### config.mk
export PLATFORM = sky130hd
export DESIGN_NAME = unidade_busca
export DESIGN_NICKNAME = d
export VERILOG_FILES = /design/src/rtl/unidade_busca_pkg.sv /design/src/rtl/unidade_busca_fifo_busca.sv /design/src/rtl/unidade_busca.sv
export SDC_FILE = /design/constraint.sdc
export NUM_CORES = 1
export LEC_CHECK = 0
export BUFFER_PORTS_ARGS = -buffer_cell sky130_fd_sc_hd__buf_4
export CELL_PAD_IN_SITES_DETAIL_PLACEMENT = 1
export CELL_PAD_IN_SITES_GLOBAL_PLACEMENT = 1
export CORE_MARGIN = 2
export CORE_UTILIZATION = 50
export CTS_BUF_LIST = sky130_fd_sc_hd__clkbuf_8
export CTS_CLUSTER_SIZE = 14
export DETAILED_ROUTE_END_ITERATION = 8
export GPL_TIMING_DRIVEN = 0
export PLACE_DENSITY = 0.94
export SYNTH_ARGS = -nofsm -noshare
export SYNTH_HDL_FRONTEND = slang
export SYNTH_SLANG_ARGS = --single-unit
### constraint.sdc
create_clock -name Clock -period 6.7 [get_ports Clock]
set_input_delay 0.67 -clock Clock [delete_from_list [all_inputs] [get_ports Clock]]
set_output_delay 0.67 -clock Clock [all_outputs]
set_load 0.02 [all_outputs]
### src/rtl/unidade_busca_pkg.sv
`default_nettype none
// ============================================================================
// Module      : unidade_busca_pkg
// Description : Shared defaults and state encoding for the instruction-fetch
//               sequencer (unidade_busca) and its prefetch FIFO.
// Revision    : 1.0 - initial release
// ============================================================================
package unidade_busca_pkg;

    // Default widths and reset address of the 8-bit processor.
    localparam int            LARGURA_END_PADRAO   = 8;
    localparam int            LARGURA_INSTR_PADRAO = 8;
    localparam logic [7:0]    END_INICIAL_PADRAO   = 8'h00;

    // Fetch state machine encoding.
    typedef logic [0:0] estado_t;
    localparam logic [0:0] BUSCANDO = 1'b0;  // issuing fetches
    localparam logic [0:0] PARADO   = 1'b1;  // halted, buffer drains

endpackage : unidade_busca_pkg
`default_nettype wire

### src/rtl/unidade_busca_fifo_busca.sv
`default_nettype none
// ============================================================================
// Module      : fifo_busca
// Description : PROFUNDIDADE-entry prefetch FIFO of {instr, addr} words.
//               Head entry is always presented on dado_saida.
// Revision    : 1.0 - initial release
// Ports       : clk, rst_n      - clock, async active-low reset
//               push, pop      - write / read strobes (pop when empty ignored)
//               flush          - empties the FIFO, wins over push and pop
//               dado_entrada   - word to write
//               dado_saida     - head word (VALOR_RESET after reset)
//               contagem       - number of stored entries
// ============================================================================
module fifo_busca
    import unidade_busca_pkg::*;
#(
    parameter int                 LARGURA      = 16,
    parameter int                 PROFUNDIDADE = 2,
    parameter int                 LARGURA_CONT = $clog2(PROFUNDIDADE) + 1,
    parameter logic [LARGURA-1:0] VALOR_RESET  = '0
) (
    input  logic                    clk,
    input  logic                    rst_n,
    input  logic                    push,
    input  logic                    pop,
    input  logic                    flush,
    input  logic [LARGURA-1:0]      dado_entrada,
    output logic [LARGURA-1:0]      dado_saida,
    output logic [LARGURA_CONT-1:0] contagem
);

    localparam int LARGURA_PTR = $clog2(PROFUNDIDADE);

    logic [LARGURA-1:0]      mem_q [PROFUNDIDADE];
    logic [LARGURA-1:0]      mem_d [PROFUNDIDADE];
    logic [LARGURA_PTR-1:0]  rd_ptr_q, rd_ptr_d;
    logic [LARGURA_PTR-1:0]  wr_ptr_q, wr_ptr_d;
    logic [LARGURA_CONT-1:0] contagem_q, contagem_d;

    logic push_ok;
    logic pop_ok;
    logic cheio;

    assign cheio   = (contagem_q == LARGURA_CONT'(PROFUNDIDADE));
    // A flush discards whatever would have been written on the same edge.
    assign push_ok = push & ~flush;
    assign pop_ok  = pop & (contagem_q != '0);

    always_comb begin
        mem_d      = mem_q;
        rd_ptr_d   = rd_ptr_q;
        wr_ptr_d   = wr_ptr_q;
        contagem_d = contagem_q;
        if (flush) begin
            rd_ptr_d   = '0;
            wr_ptr_d   = '0;
            contagem_d = '0;
        end else begin
            if (push_ok) begin
                mem_d[wr_ptr_q] = dado_entrada;
                // Power-of-two depth: pointers wrap by natural overflow.
                wr_ptr_d        = wr_ptr_q + LARGURA_PTR'(1);
            end
            if (pop_ok) begin
                rd_ptr_d = rd_ptr_q + LARGURA_PTR'(1);
            end
            contagem_d = contagem_q + LARGURA_CONT'(push_ok) - LARGURA_CONT'(pop_ok);
        end
    end

    always_ff @(posedge clk or negedge rst_n) begin
        if (!rst_n) begin
            for (int i = 0; i < PROFUNDIDADE; i++) begin
                mem_q[i] <= VALOR_RESET;
            end
            rd_ptr_q   <= '0;
            wr_ptr_q   <= '0;
            contagem_q <= '0;
        end else begin
            mem_q      <= mem_d;
            rd_ptr_q   <= rd_ptr_d;
            wr_ptr_q   <= wr_ptr_d;
            contagem_q <= contagem_d;
        end
    end

    assign dado_saida = mem_q[rd_ptr_q];
    assign contagem   = contagem_q;

    // The issuing logic reserves a slot before every fetch, so a write into
    // a full FIFO means that reservation arithmetic is broken.
    a_sem_estouro : assert property (@(posedge clk) disable iff (!rst_n)
                                     !(push_ok && cheio))
        else $error("fifo_busca: push into full FIFO");

endmodule : fifo_busca
`default_nettype wire

### src/rtl/unidade_busca.sv
`default_nettype none
// ============================================================================
// Module      : unidade_busca
// Description : Instruction-fetch sequencer. Owns the PC, drives a memory
//               with 1-cycle synchronous read, buffers returned instructions
//               and hands them to decode over Valido/Pronto. Supports branch
//               redirect with flush (Desvio) and halt (Parar).
// Revision    : 1.0 - initial release
// Ports       : Clock, Reset      - clock, async active-low reset
//               Endereco          - fetch address (PC register)
//               Instrucao         - memory data for previous-edge address
//               Instrucao_saida   - head instruction to decode
//               Valido / Pronto   - decode handshake
//               Desvio            - one-cycle redirect request
//               Endereco_desvio   - redirect target
//               Parar             - level halt request
//               PC_atual          - address of Instrucao_saida
// ============================================================================
module unidade_busca
    import unidade_busca_pkg::*;
#(
    parameter int                     LARGURA_END   = LARGURA_END_PADRAO,
    parameter int                     LARGURA_INSTR = LARGURA_INSTR_PADRAO,
    parameter int                     PROFUNDIDADE  = 2,
    parameter logic [LARGURA_END-1:0] END_INICIAL   = LARGURA_END'(END_INICIAL_PADRAO)
) (
    input  logic                     Clock,
    input  logic                     Reset,
    output logic [LARGURA_END-1:0]   Endereco,
    input  logic [LARGURA_INSTR-1:0] Instrucao,
    output logic [LARGURA_INSTR-1:0] Instrucao_saida,
    output logic                     Valido,
    input  logic                     Pronto,
    input  logic                     Desvio,
    input  logic [LARGURA_END-1:0]   Endereco_desvio,
    input  logic                     Parar,
    output logic [LARGURA_END-1:0]   PC_atual
);

    localparam int LARGURA_ENTRADA = LARGURA_INSTR + LARGURA_END;
    localparam int LARGURA_CONT    = $clog2(PROFUNDIDADE) + 1;
    localparam int LARGURA_OCUP    = LARGURA_CONT + 1;

    estado_t                  estado_q, estado_d;
    logic [LARGURA_END-1:0]   pc_q, pc_d;
    logic                     em_voo_q, em_voo_d;
    logic [LARGURA_END-1:0]   end_voo_q, end_voo_d;

    logic [LARGURA_CONT-1:0]    contagem;
    logic [LARGURA_ENTRADA-1:0] cabeca;
    logic [LARGURA_OCUP-1:0]    ocupacao;
    logic                       pop;
    logic                       push;
    logic                       emite;

    assign Valido = (contagem != '0);
    assign pop    = Valido & Pronto;

    // Slots that will be occupied after this edge if nothing new is issued:
    // stored entries plus the fetch already in flight, minus the one leaving.
    assign ocupacao = LARGURA_OCUP'(contagem) + LARGURA_OCUP'(em_voo_q)
                    - LARGURA_OCUP'(pop);
    assign emite    = (estado_q == BUSCANDO) & ~Desvio
                    & (ocupacao < LARGURA_OCUP'(PROFUNDIDADE));

    // In-flight data belongs to the old path when a redirect arrives.
    assign push = em_voo_q & ~Desvio;

    always_comb begin
        estado_d  = estado_q;
        pc_d      = pc_q;
        end_voo_d = end_voo_q;
        em_voo_d  = emite;

        case (estado_q)
            BUSCANDO: if (Parar)  estado_d = PARADO;
            PARADO:   if (!Parar) estado_d = BUSCANDO;
            default:  estado_d = BUSCANDO;
        endcase

        if (Desvio) begin
            pc_d = Endereco_desvio;
        end else if (emite) begin
            pc_d      = pc_q + LARGURA_END'(1);
            end_voo_d = pc_q;
        end
    end

    always_ff @(posedge Clock or negedge Reset) begin
        if (!Reset) begin
            estado_q  <= BUSCANDO;
            pc_q      <= END_INICIAL;
            em_voo_q  <= 1'b0;
            end_voo_q <= END_INICIAL;
        end else begin
            estado_q  <= estado_d;
            pc_q      <= pc_d;
            em_voo_q  <= em_voo_d;
            end_voo_q <= end_voo_d;
        end
    end

    fifo_busca #(
        .LARGURA      (LARGURA_ENTRADA),
        .PROFUNDIDADE (PROFUNDIDADE),
        .LARGURA_CONT (LARGURA_CONT),
        .VALOR_RESET  ({{LARGURA_INSTR{1'b0}}, END_INICIAL})
    ) u_fifo_busca (
        .clk          (Clock),
        .rst_n        (Reset),
        .push         (push),
        .pop          (pop),
        .flush        (Desvio),
        .dado_entrada ({Instrucao, end_voo_q}),
        .dado_saida   (cabeca),
        .contagem     (contagem)
    );

    assign Endereco        = pc_q;
    assign Instrucao_saida = cabeca[LARGURA_ENTRADA-1:LARGURA_END];
    assign PC_atual        = cabeca[LARGURA_END-1:0];

endmodule : unidade_busca
`default_nettype wire

## Word level (Yosys, flattened, before mapping)

Index checks and enable logic that the tools add are counted.

| storage, ports and cells | value |
|---|---|
| bits in registers | 54 |
| latch bits | 0 |
| memory bits (writable) | 0 |
| memory bits (read-only) | 0 |
| bits of input ports | 21 |
| memories | 0 |

| operators by class | value |
|---|---|
| add/subtract/negate cells | 7 |
| multiply operators | 0 |
| div/mod/pow operators | 0 |
| magnitude comparators | 4 |
| equal/unequal tests | 0 |
| shifts and indexed selects | 0 |
| muxes and demuxes | 14 |
| bitwise logic cells | 10 |
| reductions and logical operators | 7 |

Operator list:

| operator | count |
|---|---|
| $mux 16 | 4 |
| $bwmux 32 | 1 |
| $demux 16 s1 | 1 |
| $mux 8 | 2 |
| $add 8x1->8 const B | 1 |
| $reduce_bool 2->1 | 4 |
| $and 1x1->1 | 6 |
| $mux 1 | 5 |
| $ge 2x2->1 const B | 2 |
| $not 1->2 | 2 |
| $reduce_and 2->1 | 2 |
| $add 2x1->3 | 1 |
| $lt 3x2->1 const B | 1 |
| $sub 3x1->3 | 1 |
| $add 1x1->1 const B | 2 |
| $add 2x1->2 | 1 |
| $lt 2x1->1 const B | 1 |
| $mux 2 | 1 |
| $not 1->1 | 2 |
| $sub 2x1->2 | 1 |
| $logic_and 1x1->1 | 1 |

## Longest topological paths before layout

| depth | value |
|---|---|
| depth in word-level cells | 7 |
| gate-level depth with buffers | 11 |
| gate-level depth less buffers | 10 |

## Hierarchy

From an unflattened synthesis, not the netlist that was laid out.

| unflattened totals | value |
|---|---|
| cell total of the unflattened synthesis | 179 |
| area total of the unflattened synthesis | 2489.9 sq um |

By module, submodules not included:

| module | times used | cells each | area each (sq um) | seq. area each (sq um) |
|---|---|---|---|---|
| fifo_busca | 1 | 104 | 1626.6 | 900.9 |
| unidade_busca | 1 | 75 | 863.3 | 450.4 |

## Worst setup path before layout

Ideal clock, no wire load.

| timing | value |
|---|---|
| kind | reg-to-reg |
| start | register u_fifo_busca.contagem_q[1] (netlist: u_fifo_busca.contagem[1]) |
| end | register pc_q[6] (netlist: Endereco[6]) |
| setup time | 126 ps |
| data arrival time | 2767 ps |
| required time | 6574 ps |
| setup slack | 3807 ps |
| cell stages (with the launch flop) | 11 |
| buffers on the path | 0 |
| clock period less this slack | 2893 ps |
| cells stage by stage | dfrtp_1 > or2_2 > and2_1 > ha_1 > inv_1 > nand2_1 > fa_1 > nor2b_1 > nand2_1 > o31a_1 > a221o_1 |

| between the ends | value |
|---|---|
| longest elaborated chain between the ends | 6 |
| elaborated cells on any way between the ends | 7 |

Ends and longest elaborated chain:

| what | line | text |
|---|---|---|
| from (decl) | unidade_busca_fifo_busca.sv:38 | `logic [LARGURA_CONT-1:0] contagem_q, contagem_d;` |
| from (signal assigned) | unidade_busca_fifo_busca.sv:83 | `contagem_q <= contagem_d;` |
| $reduce_bool 2->1 | unidade_busca.sv:56 | `assign Valido = (contagem != '0);` |
| via Valido | unidade_busca.sv:32 | `output logic Valido,` |
| $and 1x1->1 | unidade_busca.sv:57 | `assign pop = Valido & Pronto;` |
| $sub 3x1->3 | unidade_busca.sv:62 | `- LARGURA_OCUP'(pop);` |
| $lt 3x2->1 | unidade_busca.sv:64 | `& (ocupacao < LARGURA_OCUP'(PROFUNDIDADE));` |
| $and 1x1->1 | unidade_busca.sv:64 |  |
| $reduce_bool 2->1 (no source line) | - |  |
| to (signal assigned) | unidade_busca.sv:97 | `pc_q <= pc_d;` |
| to (decl) | unidade_busca.sv:45 | `logic [LARGURA_END-1:0] pc_q, pc_d;` |

The timed path passes the listed nets, and every way through them passes these cells.
A chain may end at the register's enable or synchronous reset.

## Worst setup path after layout

| timing | value |
|---|---|
| start | register u_fifo_busca.contagem_q[1] (netlist: u_fifo_busca.contagem[1]) |
| end | register pc_q[6] (netlist: Endereco[6]) |

| between the ends | value |
|---|---|
| longest elaborated chain between the ends | 6 |
| elaborated cells on any way between the ends | 7 |

Ends and longest elaborated chain:

| what | line |
|---|---|
| branches (longest 2 deep; another with $add 2x1->3) | - |
| $sub 3x1->3 * | unidade_busca.sv:62 |
| $lt 3x2->1 * | unidade_busca.sv:64 |
| $and 1x1->1 * | unidade_busca.sv:64 |
| $reduce_bool 2->1 (no source line) * | - |

Every way passes the cells marked *.

==> flow_summary.json <==
{
  "hold_path.class": "in2async",
  "seq_area_frac_synth_pct": 54.7,
  "yosys.cell_count.top_type": "dfrtp_1",
  "leakage_uw": 0.00142,
  "worst-path-buf-inv": 1,
  "cts_buffer_depth": 2,
  "ctsResizeCount": 0,
  "synthTopCellsByArea": "dfrtp_1 (55%), mux2_2 (21%), mux2_4 (6.1%)",
  "placed_cells": 287,
  "die_w_um": 74.3,
  "finish.net_count": 253,
  "arrival_ns": 3.29,
  "drv_slew": 0,
  "cts_tree": "yes",
  "yosys-top-cells-count": "dfrtp_1 (54), mux2_2 (46), mux2_4 (10), nand2_1 (8), inv_1 (6)",
  "yosysUniqueCellTypes": 31,
  "fin_cells": 295,
  "power.total_uw": 1420,
  "cp_max_fo": 5,
  "required_ns": 6.90,
  "async_flop_share_pct": 100,
  "rows": 25,
  "critPathCaptureType": "flop",
  "hold_viol_final": 0,
  "grt_pass1_wl_um": 8610,
  "core_um2": 4750,
  "yosys.area.top_type": "dfrtp_1",
  "die_area_um2": 5520,
  "fin_skew_ns": 0.00749,
  "post-dp-hpwl_um": 3690,
  "synth_ff_type": "dfrtp_1",
  "dr_total_vias": 1574,
  "drt_iter0_markers": 63,
  "ant_nets": 0,
  "ir_drop_v": 0.000187,
  "diodes": 0,
  "grt_pass1_vias": 1756,
  "cpMaxStageDelayCell": "dfrtp_1",
  "ios": 46,
  "place_ws_ns": 3.63,
  "setup_slack_ns": 3.60,
  "max_slew_margin_pct": 55.7,
  "drc": 0,
  "gp_congestion": 0.745,
  "numClockSinks": 54,
  "h-tree-depth": 2,
  "insertion_delay_ns": 0.31,
  "rsz0062_at_grt": "false",
  "synthCells": 175,
  "clkSlewWorstSetupHoldPaths_ns": 0.09,
  "cpLargestDelayFamily": "simple AND/OR/NAND/NOR gates",
  "grt_max_degree": 55,
  "setup_tns_ns": 0,
  "totalWireLength_um": 5200,
  "root_buffer": "clkbuf_8",
  "layout_min_cycle_time_ns": 3.10,
  "crit_chain": "or2_2 > and2_1 > ha_1 > inv_1 > nand2_1 > fa_1 > nor2b_1 > nand2_1 > o31a_1 > a221o_1",
  "outcome": "finished clean",
  "fin_crit_sh_pct": 46.2,
  "drt_pre_antenna_iters": 4,
  "syn_avg_cell_area_um2": 14.1,
  "powerDensity_nw_per_um2": 474,
  "grtUsageTotal_pct": 21.2,
  "viasPerCell": 5.34,
  "maxCapViolCount": 0,
  "cp-start-kind": "flop",
  "antenna_found_initial": 0,
  "grt-ovfl-total": 0,
  "worstSetupPathType": "reg2reg",
  "tightestPinTransition_ns": 0.665,
  "fillCellCount": 485,
  "post_cts_buffers": 0,
  "syn_area_um2": 2470,
  "cts_hold_buf": 0,
  "wl_per_cell_um": 17.6,
  "numCtsBuffers": 5,
  "slowest_delay_ns": 0.47,
  "netlist.area_leader.share_pct": 54.7,
  "setup_viol": 0,
  "drive_gt1_share_pct": 51.8,
  "crit_top_cell": "nand2_1",
  "die_h_um": 74.3,
  "port_buffers": 45,
  "synth_nets": 201,
  "synth-edff-count": 0,
  "syn2layout_area_growth_pct": 20.7,
  "yosys_warnings": 0,
  "final_core_util_pct": 62.8,
  "fmax_mhz": 323,
  "ys_ff_latch": 54,
  "start_util_pct": 52.0
}
-- flip-flops by register name (all words and copies together), names as in the netlist --
signal                 flops
Endereco                   8
em_voo_q                   1
end_voo_q                  8
estado_q                   1
u_fifo_busca.contagem      2
u_fifo_busca.mem_q        32
u_fifo_busca.rd_ptr_q      1
u_fifo_busca.wr_ptr_q      1
-- cell families after synthesis --
kind of cell	after synthesis	synth area share, %
buffers and inverters	13	2.68
AND/OR/NAND/NOR	28	6.07
multiplexers	56	27.0
AO/OA/AOI/OAI	14	4.66
XOR/XNOR	5	2.08
adder cells (fa/ha/maj)	5	2.83
flip-flops	54	54.7
-- placed cells by master, fill, tap and decap left out --
master and instances:
nand2_2 1, inv_1 7, xnor2_1 3, mux2_2 46
dfrtp_1 54, clkbuf_1 2, nand2_1 8, nor2_1 3
ha_1 4, mux2_4 10, nor2b_2 1, xnor2_2 1
o211ai_1 4, and2_1 1, xor2_1 1, buf_6 1
clkbuf_8 6, or2_2 1, nand3_1 4, a221o_1 3
a31oi_1 1, nor2b_1 3, nor4_1 1, o311ai_1 4
fa_1 1, nor3b_1 1, and3_1 3, clkinv_2 1
buf_4 47, o31a_1 1, nand3_2 1, o21ai_0 1
buf_2 2
-- final timing paths --
kind / startpoint / endpoint / slack, ns / cells past startpoint
hold reg to reg: u_fifo_busca.mem_q[6]$_DFFE_PN0P_ / u_fifo_busca.mem_q[6]$_DFFE_PN0P_ / 0.51 / 1
min in group Clock: Parar / estado_q$_DFF_PN0_ / 0.46 / 1
max in group asynchronous: Reset / u_fifo_busca.mem_q[5]$_DFFE_PN0P_ / 5.87 / 1
setup / recovery: u_fifo_busca.contagem[1]$_DFF_PN0_ / Endereco[6]$_DFFE_PN0P_ / 3.60 / 10
hold / removal: Reset / u_fifo_busca.mem_q[26]$_DFFE_PN0P_ / 0.39 / 1
setup reg to reg: u_fifo_busca.contagem[1]$_DFF_PN0_ / Endereco[6]$_DFFE_PN0P_ / 3.60 / 10
-- per-stage QoR --
stage,instance area (um2),hold WS (ns)
2_1_floorplan,2470,0.374
3_3_place_gp,2890,0.482
3_5_place_dp,2890,0.490
4_1_cts,2990,0.414
5_1_grt,2990,0.442
6_report,2990,0.393
-- cell type report --
type	instances	area, um2	share of cell area [%]
tap	67	83.8	2.81
buffer	7	43.8	1.47
sequential	54	1350	45.3
clock inverter	2	8.76	0.293
timing repair buffer	45	338	11.3
inverter	6	22.5	0.754
clock buffer	6	82.6	2.77
multi-input combinational	108	1050	35.3
-- metal layers --
layer,routed length [um],vias to the layer above,global-route usage (%)
li1,-,721,-
met1,2370,803,27.2
met2,2540,43,36.1
met3,226,7,4.34
met4,69,0,7.14
met5,0,-,0
-- power breakdown --
group | switching (uW) | internal [uW] | leakage (uW) | total [uW]
Clock | 103 | 82.1 | 0.0000524 | 185
Sequential | 98.2 | 463 | 0.000680 | 561
Combinational | 309 | 360 | 0.000689 | 670
Total | 510 | 906 | 0.00142 | 1420
-- worst reg2reg max path, stage by stage (launching register included) --
cell and delay [ns]:
dfrtp_1 0.47, or2_2 0.34, and2_1 0.20, ha_1 0.28
inv_1 0.08, nand2_1 0.07, fa_1 0.47, nor2b_1 0.25
nand2_1 0.20, o31a_1 0.34, a221o_1 0.28
Power figures use the tool's default switching activity.
